### src/rtl/truth_table_scanner.sv
// truth_table_scanner
// Sequential exerciser for a combinational N_IN-input boolean function.
// Walks vec through every input combination and captures the response into
// table_out. It then streams the indices of the set entries (minterms) over a
// valid/ready interface and reports their count.
// Optional feature macro: TTS_MAXTERM_EN adds a mode_max input. When mode_max
// is high at start, the scan streams the zero entries (maxterms) instead.
module truth_table_scanner #(
    parameter int N_IN       = 4,
    parameter int SAMPLE_LAT = 1
) (
    input  logic                 clk,
    input  logic                 rst_n,
    input  logic                 start,
    output logic                 busy,
    output logic                 done,
    output logic [N_IN-1:0]      vec,
    input  logic                 f_in,
    output logic [2**N_IN-1:0]   table_out,
    output logic                 minterm_valid,
    input  logic                 minterm_ready,
    output logic [N_IN-1:0]      minterm_idx,
    output logic                 minterm_last,
    output logic [N_IN:0]        minterm_count
`ifdef TTS_MAXTERM_EN
    ,
    input  logic                 mode_max
`endif
);

    localparam int              DEPTH      = 1 << N_IN;
    localparam logic [N_IN-1:0] MAX_IDX    = {N_IN{1'b1}};
    localparam logic [1:0]      DRAIN_LAST = (SAMPLE_LAT > 0) ? 2'(SAMPLE_LAT - 1) : 2'd0;

    typedef enum logic [2:0] {
        S_IDLE  = 3'd0,
        S_DRIVE = 3'd1,
        S_DRAIN = 3'd2,
        S_EMIT  = 3'd3,
        S_DONE  = 3'd4
    } state_t;

    state_t             state_q, state_d;
    logic [N_IN-1:0]    vec_q, vec_d;
    logic [DEPTH-1:0]   table_q, table_d;
    logic [N_IN:0]      count_q, count_d;
    logic [N_IN-1:0]    ptr_q, ptr_d;
    logic [1:0]         drain_q, drain_d;
    logic               mode_s;

    // Tag pipeline output: which captured index f_in belongs to this cycle.
    logic               tag_v_s;
    logic [N_IN-1:0]    tag_idx_s;

    logic [DEPTH-1:0]   sel_vec_s;
    logic [DEPTH-1:0]   above_s;
    logic               sel_bit_s;
    logic               emit_s;
    logic               advance_s;

    // Number of set bits in the selected table view.
    function automatic logic [N_IN:0] popcount(input logic [DEPTH-1:0] v);
        logic [N_IN:0] c;
        c = '0;
        for (int i = 0; i < DEPTH; i++) begin
            c = c + {{N_IN{1'b0}}, v[i]};
        end
        return c;
    endfunction

`ifdef TTS_MAXTERM_EN
    logic mode_q, mode_d;
    assign mode_s = mode_q;
`else
    assign mode_s = 1'b0;
`endif

    // Maxterm mode streams zero entries, so work on an inverted table view.
    assign sel_vec_s = table_q ^ {DEPTH{mode_s}};
    assign sel_bit_s = sel_vec_s[ptr_q];
    assign above_s   = (sel_vec_s >> ptr_q) >> 1'b1;
    assign emit_s    = (state_q == S_EMIT);
    // A clear entry is skipped at once; a set entry waits for the consumer.
    assign advance_s = emit_s && (!sel_bit_s || minterm_ready);

    assign busy          = (state_q != S_IDLE);
    assign done          = (state_q == S_DONE);
    assign vec           = vec_q;
    assign table_out     = table_q;
    assign minterm_valid = emit_s && sel_bit_s;
    assign minterm_idx   = ptr_q;
    assign minterm_last  = emit_s && sel_bit_s && (above_s == '0);
    assign minterm_count = count_q;

    generate
        if (SAMPLE_LAT == 0) begin : g_nolat
            assign tag_v_s   = (state_q == S_DRIVE);
            assign tag_idx_s = vec_q;
        end else begin : g_lat
            logic            v_q   [SAMPLE_LAT];
            logic [N_IN-1:0] idx_q [SAMPLE_LAT];

            // Delay each presented index by SAMPLE_LAT cycles to align with f_in.
            always_ff @(posedge clk or negedge rst_n) begin
                if (!rst_n) begin
                    for (int i = 0; i < SAMPLE_LAT; i++) begin
                        v_q[i]   <= 1'b0;
                        idx_q[i] <= '0;
                    end
                end else begin
                    v_q[0]   <= (state_q == S_DRIVE);
                    idx_q[0] <= vec_q;
                    for (int i = 1; i < SAMPLE_LAT; i++) begin
                        v_q[i]   <= v_q[i-1];
                        idx_q[i] <= idx_q[i-1];
                    end
                end
            end

            assign tag_v_s   = v_q[SAMPLE_LAT-1];
            assign tag_idx_s = idx_q[SAMPLE_LAT-1];
        end
    endgenerate

    // Next-state logic: scan sequencing, table capture and the emit pointer.
    always_comb begin
        state_d = state_q;
        vec_d   = vec_q;
        table_d = table_q;
        count_d = count_q;
        ptr_d   = ptr_q;
        drain_d = drain_q;
`ifdef TTS_MAXTERM_EN
        mode_d  = mode_q;
`endif
        if (tag_v_s) begin
            table_d[tag_idx_s] = f_in;
        end else begin
            table_d = table_q;
        end

        case (state_q)
            S_IDLE: begin
                vec_d = '0;
                ptr_d = '0;
                if (start) begin
                    table_d = '0;
                    count_d = '0;
`ifdef TTS_MAXTERM_EN
                    mode_d  = mode_max;
`endif
                    state_d = S_DRIVE;
                end else begin
                    state_d = S_IDLE;
                end
            end
            S_DRIVE: begin
                if (vec_q == MAX_IDX) begin
                    state_d = (SAMPLE_LAT == 0) ? S_EMIT : S_DRAIN;
                    drain_d = 2'd0;
                    ptr_d   = '0;
                end else begin
                    vec_d = vec_q + 1'b1;
                end
            end
            S_DRAIN: begin
                if (drain_q == DRAIN_LAST) begin
                    state_d = S_EMIT;
                    ptr_d   = '0;
                end else begin
                    drain_d = drain_q + 1'b1;
                end
            end
            S_EMIT: begin
                vec_d = '0;
                if (advance_s) begin
                    if (ptr_q == MAX_IDX) begin
                        state_d = S_DONE;
                        ptr_d   = '0;
                        count_d = popcount(sel_vec_s);
                    end else begin
                        ptr_d = ptr_q + 1'b1;
                    end
                end else begin
                    ptr_d = ptr_q;
                end
            end
            S_DONE: begin
                vec_d   = '0;
                state_d = S_IDLE;
            end
            default: begin
                state_d = S_IDLE;
            end
        endcase
    end

    // State and datapath registers.
    always_ff @(posedge clk or negedge rst_n) begin
        if (!rst_n) begin
            state_q <= S_IDLE;
            vec_q   <= '0;
            table_q <= '0;
            count_q <= '0;
            ptr_q   <= '0;
            drain_q <= 2'd0;
`ifdef TTS_MAXTERM_EN
            mode_q  <= 1'b0;
`endif
        end else begin
            state_q <= state_d;
            vec_q   <= vec_d;
            table_q <= table_d;
            count_q <= count_d;
            ptr_q   <= ptr_d;
            drain_q <= drain_d;
`ifdef TTS_MAXTERM_EN
            mode_q  <= mode_d;
`endif
        end
    end

endmodule

### config.mk
export PLATFORM = sky130hd
export DESIGN_NAME = truth_table_scanner
export DESIGN_NICKNAME = d
export VERILOG_FILES = /design/src/rtl/truth_table_scanner.sv
export SDC_FILE = /design/constraint.sdc
export NUM_CORES = 1
export LEC_CHECK = 0
export BUFFER_PORTS_ARGS = -buffer_cell sky130_fd_sc_hd__buf_2
export CAP_MARGIN = 20
export CORE_UTILIZATION = 39
export CTS_BUF_LIST = sky130_fd_sc_hd__clkbuf_2 sky130_fd_sc_hd__clkbuf_4 sky130_fd_sc_hd__clkbuf_8
export DETAILED_ROUTE_END_ITERATION = 8
export GPL_TIMING_DRIVEN = 0
export RECOVER_POWER = 100
export SKIP_LAST_GASP = 1
export SYNTH_ARGS = -nofsm -noshare
export SYNTH_HDL_FRONTEND = slang
export SYNTH_SLANG_ARGS = --single-unit
### constraint.sdc
create_clock -name clk -period 4.9 [get_ports clk]
set_input_delay 0.245 -clock clk [delete_from_list [all_inputs] [get_ports clk]]
set_output_delay 0.245 -clock clk [all_outputs]
set_load 0.01 [all_outputs]
# Word level (Yosys, flattened, before mapping)
# Cells that the tools add are included.
[word_totals] regBits=39 inputBits=5 output_inout_bits=33 elab_cells=91
[classes] n_addsub=18 magnitude_cmp=3 eq_ne=13 shift=1 n_mux=28 reduce_logical=20
[ops] op="5-bit by 1-bit adder with 5-bit output" n=11
[ops] op="16-bit 2-to-1 mux" n=3
[ops] op="4-bit 2-to-1 mux" n=5
[ops] op="16-bit bitwise mux" n=1
[ops] op="16-bit logical NOT" n=1
[ops] op="4-bit case mux with 4 select lines" n=1
[ops] op="16-bit by 4-bit >> shifter with 16-bit output" n=1
[ops] op="5-bit 2-to-1 mux" n=3
[ops] op="3-bit 2-to-1 mux" n=4
[ops] op="3-bit case mux with 4 select lines" n=1
[ops] op="4-bit AND reduction" n=3
[ops] op="4-bit by 5-bit less-than comparator with 1-bit output, second input constant" n=2
[ops] op="5-bit case mux with 2 select lines" n=1
[ops] op="4-bit by 1-bit adder with 4-bit output, second input constant" n=2
[ops] op="4-bit equality test, second input constant" n=2
[ops] op="2-bit != test, second input constant" n=4
[ops] op="4-bit case mux with 2 select lines" n=1
[ops] op="3-bit by 2-bit equality test with 1-bit output, second input constant" n=2
[ops] op="2-bit by 1-bit != test with 1-bit output, second input constant" n=3
[ops] op="2-bit nonzero test" n=3
[ops] op="4-bit by 1-bit adder with 5-bit output" n=1
[ops] op="3-bit by 1-bit adder with 4-bit output" n=1
[ops] op="1-bit binary-select mux with 4-bit select" n=1
[ops] op="1-bit demux with 4-bit select" n=1
[ops] op="other kinds (19)" n=25

# Depth between registers and ports, before layout
[logic_depth] word_depth=18 ltp_mapped=14 ltp_nobuf=14

# Worst setup path before layout
# Ideal clock, no wire load.
[synth_path] path_kind="reg2reg" start="register table_q[5], in the netlist table_out[5]" end="register count_q[4], in the netlist minterm_count[4]" setup_time_ns=0.125 t_arrival_ns=3.512 required_ns=4.775 slack_ns=1.263 stages_incl_launch_ff=12 n_path_buf=0 cell_sequence="dfrtp_1 > inv_1 > fa_1 > fa_1 > fa_1 > fa_1 > inv_1 > ha_1 > fa_1 > a21oi_1 > nor3b_1 > mux2_2"
[synth_between] elab_chain_len=14 word_cells_on_any_way=21
[synth_rtl] item="start, declared" line="45" rtl="logic [DEPTH-1:0] table_q, table_d;"
[synth_rtl] item="start signal, assigned" line="213" rtl="table_q <= table_d;"
[synth_rtl] item="5-bit by 1-bit adder with 5-bit output (11 in a row)" line="66" rtl="c = c + {{N_IN{1'b0}}, v[i]};"
[synth_rtl] item="5-bit 2-to-1 mux" line="177" rtl="if (ptr_q == MAX_IDX) begin"
[synth_rtl] item="5-bit 2-to-1 mux" line="176" rtl="if (advance_s) begin"
[synth_rtl] item="5-bit case mux with 2 select lines" line="142" rtl="case (state_q)"
[synth_rtl] item="end signal, assigned" line="214" rtl="count_q <= count_d;"
[synth_rtl] item="end, declared" line="46" rtl="logic [N_IN:0] count_q, count_d;"
# Several ways; a longest one is shown, not always the timed one. The select of a mux whose other input is x is not followed.
# A chain may end at the register's enable or synchronous reset.

# Final worst setup path
[layout_path] start="register table_q[11], in the netlist table_out[11]" end="register count_q[4], in the netlist minterm_count[4]"
[layout_between] elab_chain_len=8 word_cells_on_any_way=15
[layout_rtl] item="5-bit by 1-bit adder with 5-bit output (5 in a row)" line="66"
[layout_rtl] item="5-bit 2-to-1 mux" line="177"
[layout_rtl] item="5-bit 2-to-1 mux" line="176"
[layout_rtl] item="5-bit case mux with 2 select lines" line="142"
# Several ways; a longest one is shown, not always the timed one. The select of a mux whose other input is x is not followed.

==> metrics.txt <==
initial antenna violation count 0; RePlAce Congestion roughly 0.84; commonest non-fill, non-tap cell in the layout clkbuf_1; # setup viols final 0; Comb pwr share 39.7%; starting DRC count in detailed routing between 200 and 250; min cycle time layout about 3.8 ns; fmax approximately 260 MHz; Clk pwr share approximately a quarter; Seq pwr share 36.5%; Post-CTS Setup Bufs 0; Initial Utilization between 40% and 50%; fillers 657; setup TNS 0 ns; hpwl dp approximately 4700 µm; Cell Rows 29; CTS Root Cell clkbuf_8; static leakage 1.261 nW; Cell Area, Synth 0.002665 mm²; critical path arrival 3.99 ns; worst path required time between 5 and 6 ns; Hold Slack slightly below 0.3 ns; final net count approximately 350; RSZ-0062 raised after global routing no; die height around 85 µm; Multi-input gate area approximately 0.0015 mm²; sw frac around two fifths; VDD IR max roughly 0.23 mV; DRC errors left 1; crit path launch type flop; synthesized area per cell around 9.6 µm²; Antenna diodes 0; Synthesized Nets a little over 300; Clk pin slew, worst setup/hold paths about 0.090 ns; Layout area overhead 12.54%; Reg area a little under 0.001 mm²; dominant synthesized flop cell dfrtp_1; failing checks design-rule violations, max-capacitance violations, max-slew violations; global-route wire length before repair 10460 µm; final worst slack approximately 1.1 ns; largest net degree at the start of global routing 40; post-synthesis cell count about 280; max-cap violations 1; share of cells above drive strength 1 under 10%; grt total ovfl 0; Via density 5.414; total wire length roughly 6200 µm; worst-path maximum fanout 7; Util after Layout a little under half; Ys Warns 0; Placed Area around 0.0029 mm²; Slew HR -41.59%; H-tree Lvls 2; Die Footprint slightly above 0.007 mm²; net switching power between 0.4 and 0.5 mW; final period utilization 77.62%; fraction of registers with async set/reset 100.0%; finished layout cell area around 0.0030 mm²; DRT Pass-1 Iters 6; clock insertion delay at the later pin of the skew report approximately 0.29 ns; worst-margin pin slew around 2.1 ns; critical path class flop to flop; Power Dens Cells between 300 and 400 mW/mm²; cts repair resizes 0; core area roughly 0.0065 mm²; post-synthesis sequential area ratio 36.62%; Hold Buf Count CTS 0; number of synthesized register bits 39; most frequent cells in the layout clkbuf_1 (42), dfrtp_1 (39), inv_1 (34), nor2_1 (31), nand2_1 (19); max-slew violation count 40; final hold violation count 0; Post-synth EDFFs 0; clk sinks 39; status finished with violations; DIE WIDTH between 80 and 90 µm; TritonCTS clock tree yes; internal power about 0.72 mW; CTS max path bufs 2; DR vias between 2000 and 2500; Avg WL per Cell approximately 16 µm; worst hold-check path type input port to flop; number of global-route vias before repair between 2000 and 2500; PortBufs 37; num ports 38; total global-route track usage a little under a fifth; Routed Antenna Nets 0; CTS Buf Count 5; Yosys cell types a little over 50; DP Worst Slack between 1 and 1.5 ns; CP endpoint kind flop; Final Skew slightly below 0.004 ns
-- metrics by stage --
step	cells	power [mW]
2_1_floorplan	279	0.7858
3_3_place_gp	393	0.9208
3_5_place_dp	393	0.9284
4_1_cts	401	1.213
5_1_grt	401	1.286
6_report	401	1.188
-- layout make-up --
type                            count  area share [%]
Clock buffer                        5           2.295
Buffer                             12           1.794
Inverter                           34           4.255
Clock inverter                      3           1.544
Timing Repair Buffer               37           4.839
Multi-Input combinational cell    194           49.52
Tap cell                           77           3.212
Sequential cell                    39           32.54
-- registers in the layout, indices dropped and copies added, names as in the netlist --
signal,cells
minterm_idx,4
minterm_count,5
g_lat.v_q,1
vec,4
state_q,3
g_lat.idx_q,4
drain_q,2
table_out,16
-- Yosys cell counts, drive strengths merged (5+ instances only) --
library cell	instances	share of area [%]
fa	10	7.5
ha	8	3.8
clkbuf	8	1.1
mux4	5	4.5
mux2	6	2.5
nand3	8	1.5
nor3	9	1.9
dfrtp	39	37
inv	34	4.8
mux2i	17	6.4
a21oi	14	2.6
nand2	19	2.7
nor2	32	4.6
o21ai	15	2.8
-- kinds of logic after synthesis --
kind of cell	synth area share, %
and+or+nand+nor	16.71
xor gates and xnor gates	0.9861
AOI/OAI and AO/OA	13.90
buffers and inverters	7.089
muxes	13.43
adders and majority gates	11.27
DFF	36.62
-- worst max-delay path, stage by stage (launching register included) --
cell and delay, ns:
dfrtp_1 0.51, inv_1 0.11, fa_1 0.56, fa_1 0.43
fa_1 0.46, fa_1 0.49, inv_1 0.04, ha_1 0.20
fa_1 0.40, a21oi_1 0.17, nor3b_1 0.06, mux2_2 0.26
-- path summary, 6_finish.rpt --
path	end	slack (ns)	start	cells after the start
max in group asynchronous	minterm_idx[2]	3.13	rst_n	1
min reg2reg	g_lat.idx_q[1]	0.47	vec[1]	0
max reg2reg	minterm_count[4]	1.10	table_out[11]	11
max	minterm_count[4]	1.10	table_out[11]	11
min in group asynchronous	table_out[11]	0.55	rst_n	1
min	state_q[1]	0.29	minterm_ready	4
-- power by group through the flow --
stage	Sequential (mW)	Combinational (mW)	Clock [mW]
finish	0.433	0.471	0.283
detailed placement	0.439	0.489	0
global route	0.443	0.539	0.304
global placement	0.436	0.484	0
floorplan	0.429	0.357	0
CTS	0.433	0.491	0.289
-- per-layer routing --
layer  track usage (%)  wire length [µm]  vias to the layer above
li1                  -                 -                     1058
met1             27.02              3062                     1062
met2             29.79              2876                       47
met3             3.835               285                        4
met4             2.773                23                        0
met5                 0                 0                        -
Note: power is estimated with default switching activity, not from simulation.
